$ cat config.mk
export PLATFORM = sky130hd
export DESIGN_NAME = bidir_piso_tx
export DESIGN_NICKNAME = d
export VERILOG_FILES = /design/src/rtl/bidir_piso_pkg.sv /design/src/rtl/piso_shreg.sv /design/src/rtl/bidir_piso_tx.sv
export SDC_FILE = /design/constraint.sdc
export NUM_CORES = 1
export LEC_CHECK = 0
export CAP_MARGIN = 15
export CORE_AREA = 3 3 40 42
export CTS_BUF_LIST = sky130_fd_sc_hd__clkbuf_8
export DETAILED_ROUTE_END_ITERATION = 16
export DIE_AREA = 0 0 43 45
export GPL_ROUTABILITY_DRIVEN = 0
export GPL_TIMING_DRIVEN = 0
export PLACE_DENSITY = 0.78
export REMOVE_ABC_BUFFERS = 1
export SYNTH_ARGS = -nofsm -noshare
export SYNTH_HDL_FRONTEND = slang
export SYNTH_SLANG_ARGS = --single-unit
export TNS_END_PERCENT = 1
$ cat constraint.sdc
create_clock -name clk -period 1.6 [get_ports clk]
set_clock_uncertainty 0.1 [all_clocks]
set_input_delay 0.24 -clock clk [delete_from_list [all_inputs] [get_ports clk]]
set_output_delay 0.24 -clock clk [all_outputs]
set_load 0.1 [all_outputs]
$ cat src/rtl/bidir_piso_pkg.sv
// Shared types, direction constants and parity helper for the bidirectional PISO transmitter.
package bidir_piso_pkg;

  typedef enum logic {
    IDLE  = 1'b0,
    SHIFT = 1'b1
  } piso_state_t;

  localparam logic DIR_LSB_FIRST = 1'b1;
  localparam logic DIR_MSB_FIRST = 1'b0;

  // Widest word the parity helper accepts; callers zero-extend into it.
  localparam int unsigned PARITY_MAX_W = 64;

  function automatic logic even_parity(input logic [PARITY_MAX_W-1:0] v);
    return ^v;
  endfunction

endpackage

$ cat src/rtl/piso_shreg.sv
// Load/shift datapath for the PISO transmitter; out_bit_c is the bit that the
// current load or shift moves onto the serial line.
module piso_shreg
  import bidir_piso_pkg::*;
#(
  parameter int unsigned WIDTH = 4
) (
  input  logic             clk,
  input  logic             clear,
  input  logic             load_en,
  input  logic             shift_en,
  input  logic [WIDTH-1:0] load_data,
  input  logic             load_dir,
  output logic             out_bit_c
);

  logic [WIDTH-1:0] shreg_q, shreg_d;
  logic [WIDTH-1:0] src_c;
  logic             dir_q, dir_d;
  logic             dsel_c;

  // On load the incoming word is used directly so its first bit leaves at the accepting edge.
  always_comb begin
    src_c     = load_en ? load_data : shreg_q;
    dsel_c    = load_en ? load_dir : dir_q;
    out_bit_c = (dsel_c == DIR_MSB_FIRST) ? src_c[WIDTH-1] : src_c[0];
    shreg_d   = shreg_q;
    dir_d     = dir_q;
    if (load_en || shift_en) begin
      shreg_d = (dsel_c == DIR_LSB_FIRST) ? (src_c >> 1) : (src_c << 1);
      dir_d   = dsel_c;
    end
  end

  always_ff @(posedge clk or posedge clear) begin
    if (clear) begin
      shreg_q <= '0;
      dir_q   <= DIR_LSB_FIRST;
    end else begin
      shreg_q <= shreg_d;
      dir_q   <= dir_d;
    end
  end

endmodule

$ cat src/rtl/bidir_piso_tx.sv
// Parallel-in serial-out transmitter with per-word shift direction and back-to-back framing.
// Optional even-parity trailer bit enabled by defining BIDIR_PISO_PARITY_EN.
module bidir_piso_tx
  import bidir_piso_pkg::*;
#(
  parameter int unsigned WIDTH      = 4,
  parameter logic        IDLE_LEVEL = 1'b0
) (
  input  logic             clk,
  input  logic             clear,
  input  logic             load_valid,
  output logic             load_ready,
  input  logic [WIDTH-1:0] load_data,
  input  logic             dir,
  output logic             serial_out,
  output logic             busy,
  output logic             done
);

`ifdef BIDIR_PISO_PARITY_EN
  localparam int unsigned FRAME_LEN = WIDTH + 1;
`else
  localparam int unsigned FRAME_LEN = WIDTH;
`endif
  localparam int unsigned        CNT_W    = $clog2(FRAME_LEN + 1);
  localparam logic [CNT_W-1:0]   CNT_LAST = CNT_W'(FRAME_LEN);
`ifdef BIDIR_PISO_PARITY_EN
  localparam logic [CNT_W-1:0]   CNT_DATA_LAST = CNT_W'(WIDTH);
`endif

  piso_state_t      state_q, state_d;
  logic [CNT_W-1:0] count_q, count_d;
  logic             serial_q, serial_d;
  logic             busy_q, busy_d;
  logic             done_q, done_d;
  logic             accept_c;
  logic             load_en_c;
  logic             shift_en_c;
  logic             shreg_bit_c;
`ifdef BIDIR_PISO_PARITY_EN
  logic             parity_q, parity_d;
`endif

  piso_shreg #(
    .WIDTH (WIDTH)
  ) u_shreg (
    .clk       (clk),
    .clear     (clear),
    .load_en   (load_en_c),
    .shift_en  (shift_en_c),
    .load_data (load_data),
    .load_dir  (dir),
    .out_bit_c (shreg_bit_c)
  );

  // count_q is the 1-based index of the bit currently on serial_out; 0 when idle.
  always_comb begin
    load_ready = (state_q == IDLE) || (count_q == CNT_LAST);
    accept_c   = load_valid && load_ready;
    state_d    = IDLE;
    count_d    = '0;
    serial_d   = IDLE_LEVEL;
    busy_d     = 1'b0;
    done_d     = 1'b0;
    load_en_c  = 1'b0;
    shift_en_c = 1'b0;
`ifdef BIDIR_PISO_PARITY_EN
    parity_d   = parity_q;
`endif
    if (accept_c) begin
      state_d   = SHIFT;
      count_d   = CNT_W'(1);
      load_en_c = 1'b1;
      serial_d  = shreg_bit_c;
      busy_d    = 1'b1;
`ifdef BIDIR_PISO_PARITY_EN
      parity_d  = even_parity(PARITY_MAX_W'(load_data));
`endif
    end else if ((state_q == SHIFT) && (count_q != CNT_LAST)) begin
      state_d = SHIFT;
      count_d = count_q + CNT_W'(1);
      busy_d  = 1'b1;
      done_d  = (count_d == CNT_LAST);
`ifdef BIDIR_PISO_PARITY_EN
      if (count_q == CNT_DATA_LAST) begin
        serial_d = parity_q;
      end else begin
        shift_en_c = 1'b1;
        serial_d   = shreg_bit_c;
      end
`else
      shift_en_c = 1'b1;
      serial_d   = shreg_bit_c;
`endif
    end
  end

  always_ff @(posedge clk or posedge clear) begin
    if (clear) begin
      state_q  <= IDLE;
      count_q  <= '0;
      serial_q <= IDLE_LEVEL;
      busy_q   <= 1'b0;
      done_q   <= 1'b0;
`ifdef BIDIR_PISO_PARITY_EN
      parity_q <= 1'b0;
`endif
    end else begin
      state_q  <= state_d;
      count_q  <= count_d;
      serial_q <= serial_d;
      busy_q   <= busy_d;
      done_q   <= done_d;
`ifdef BIDIR_PISO_PARITY_EN
      parity_q <= parity_d;
`endif
    end
  end

  assign serial_out = serial_q;
  assign busy       = busy_q;
  assign done       = done_q;

endmodule

==> results.cfg <==
[synthesis]
avgSynthCellArea_um2 = 11.4
netlist_area_um2 = 613
synth_top_cell_area_share = 0.408
synth-edff-count = 0
synth_cells = 54
ys_seq_elements = 11
yosysWarnings = 0
synthTopCellsByCount = dfrtp_1, inv_1, mux2i_1, ha_1, o21ai_0
async_flop_share = 1.00
ys_types = 26
yosysSeqAreaShare = 0.451
synth_most_common_cell = dfrtp_1
synth_area_leaders = dfrtp_1, mux2i_1, ha_1, dfstp_2, buf_6
ys.flop_type = dfrtp_1
yosysTopAreaCell = dfrtp_1

[placement]
post-dp-hpwl_um = 755
port_buffers = 11

[pwr]
power_mw = 1.80
power_leakage_nw = 0.393
powerDensity_mw_per_mm2 = 2180
peakVddDrop_mv = 0.990

[clock_tree]
htreeDepth = 1
insertion_delay_ns = 0.23
cts_tree = built
clkSinkCount = 11
numCtsBuffers = 3
cts_root_buf = clkbuf_8
cts_buffer_depth = 2
cts.reportedPaths.clkPinSlew_ns = 0.05
cts-hold-fix-buffers = 0

[sta]
max_slew_margin = 0.639
tightest_slew_ns = 0.544
fin_setup_tns_ns = 0
setup_viol = 0
hold_ws_ns = 0.198
drv_slew = 0
finalHoldViolCount = 0
fmax_mhz = 626
rsz0062_at_grt = true
period_needed_ns = 1.60
finalCritPeriodShare = 0.999

[route]
wl_per_cell_um = 12.8
drc_errors = 0
wirelength_um = 1120
vias = 428
drt-initial-drc-count = 1
ant_nets = 0
routed_via_density = 4.92
drt-pass1-iter-count = 2

[worst_setup_path]
rr_endpoint = u_shreg.dir_q
cp_max_fo = 5
cp-end-kind = output pin
r2r_start = count_q[1]
worst_r2r_path_depth = 7
startpoint_type = flop
r2r_slack_ns = 0.04
arrival_ns = 1.26
cp.required_ns = 1.26
critPathKind = flop to output pin

[cells_and_area]
layout.nets = 84
final_util = 0.643
insertedDiodeCount = 0
drive_gt1_frac = 0.375
area_delta_synth_final_pct = 34.7

[run_status]
status = complete, no violations

[floorplan]
core_area_mm2 = 0.00128
io_pins = 12
initial_core_util = 0.477
die_y_um = 45
die_x_um = 43
num_rows = 13
die_area_mm2 = 0.00194

[global_routing]
grt_max_degree = 14
grtUsageTotal = 0.135
overflow = 0
grt_pass1_wl_um = 1840
grt_pass1_vias = 427
antenna_found_initial = 0

[run]
maxCapViolCount = 0

[worst_hold_path]
hp-class = primary input to asynchronous set/reset pin
==> state kept, by name, summed over array words and instances, names as in the netlist <==
signal           count
u_shreg.shreg_q      4
count_q              3
busy                 1
done                 1
serial_out           1
u_shreg.dir_q        1
==> how the worst max path moves through the flow <==
stage	start	endpoint	slack (ns)	cells past startpoint
finish	count_q[1]	load_ready	0.002	5
global route	count_q[1]	load_ready	-0.06	5
CTS	count_q[1]	load_ready	-0.03	5
detailed placement	count_q[0]	load_ready	-0.84	5
global placement	count_q[0]	load_ready	-0.84	5
floorplan	busy	u_shreg.dir_q	-0.60	4
==> report_power, final <==
part	switching, mW	leakage (nW)	internal [mW]
clock	0.0953	0.0269	0.168
combinational	0.582	0.232	0.442
sequential	0.0984	0.135	0.414
==> cell usage in the layout (no fill, tap or decap), types with 2 or more instances in the layout <==
| cell | synthesis | final |
|---|---|---|
| clkdlybuf4s15_2 | 0 | 3 |
| nand2_1 | 2 | 2 |
| ha_1 | 3 | 2 |
| and2_2 | 2 | 2 |
| buf_4 | 0 | 7 |
| o22ai_1 | 2 | 2 |
| o21ai_2 | 2 | 2 |
| clkdlybuf4s50_1 | 0 | 7 |
| dfrtp_1 | 10 | 10 |
| a21oi_2 | 2 | 2 |
| clkbuf_8 | 0 | 3 |
| o21ai_0 | 3 | 3 |
| inv_1 | 5 | 6 |
| mux2i_1 | 5 | 5 |
| and2_1 | 2 | 2 |
==> routing by layer <==
layer,vias up,GRT usage,share of wire
met4,0,0.108,0.030
met2,13,0.201,0.48
met5,-,0,0
li1,217,-,-
met1,194,0.165,0.44
met3,4,0.0359,0.056
==> cell families after synthesis <==
group                      share of synthesized area
AOI/OAI and AO/OA                              0.145
and+or+nand+nor                                0.112
DFF                                            0.451
buffers and inverters                          0.106
muxes                                          0.124
adders and majority gates                     0.0612
==> metrics by stage <==
step | cells | cell area, µm² | setup WS (ns)
floorplan | 50 | 571 | -0.600
global placement | 76 | 699 | -0.836
detailed placement | 76 | 699 | -0.843
CTS | 82 | 786 | -0.0289
global route | 87 | 826 | -0.0552
finish | 87 | 826 | 0.00226
==> final cells by class <==
| class | instances | area [µm²] |
|---|---|---|
| Fill cell | 102 | 459 |
| Tap cell | 15 | 18.8 |
| Timing Repair Buffer | 18 | 176 |
| Sequential cell | 11 | 277 |
| Multi-Input combinational cell | 33 | 282 |
| Inverter | 6 | 27.5 |
| Clock inverter | 1 | 3.75 |
| Clock buffer | 3 | 41.3 |
==> timing repair <==
item	4_1_cts	5_1_grt
setup endpoints to repair	5	1
pin swaps	2	1
buffers inserted	2	5
gates resized for setup	21	2
==> worst max-delay path: stages, from the launching register on <==
cell and delay, ns:
dfrtp_1 0.33, inv_1 0.05, ha_2 0.19, a21boi_4 0.18, clkinv_4 0.10, buf_12 0.17
Note: power is estimated with default switching activity, not from simulation.
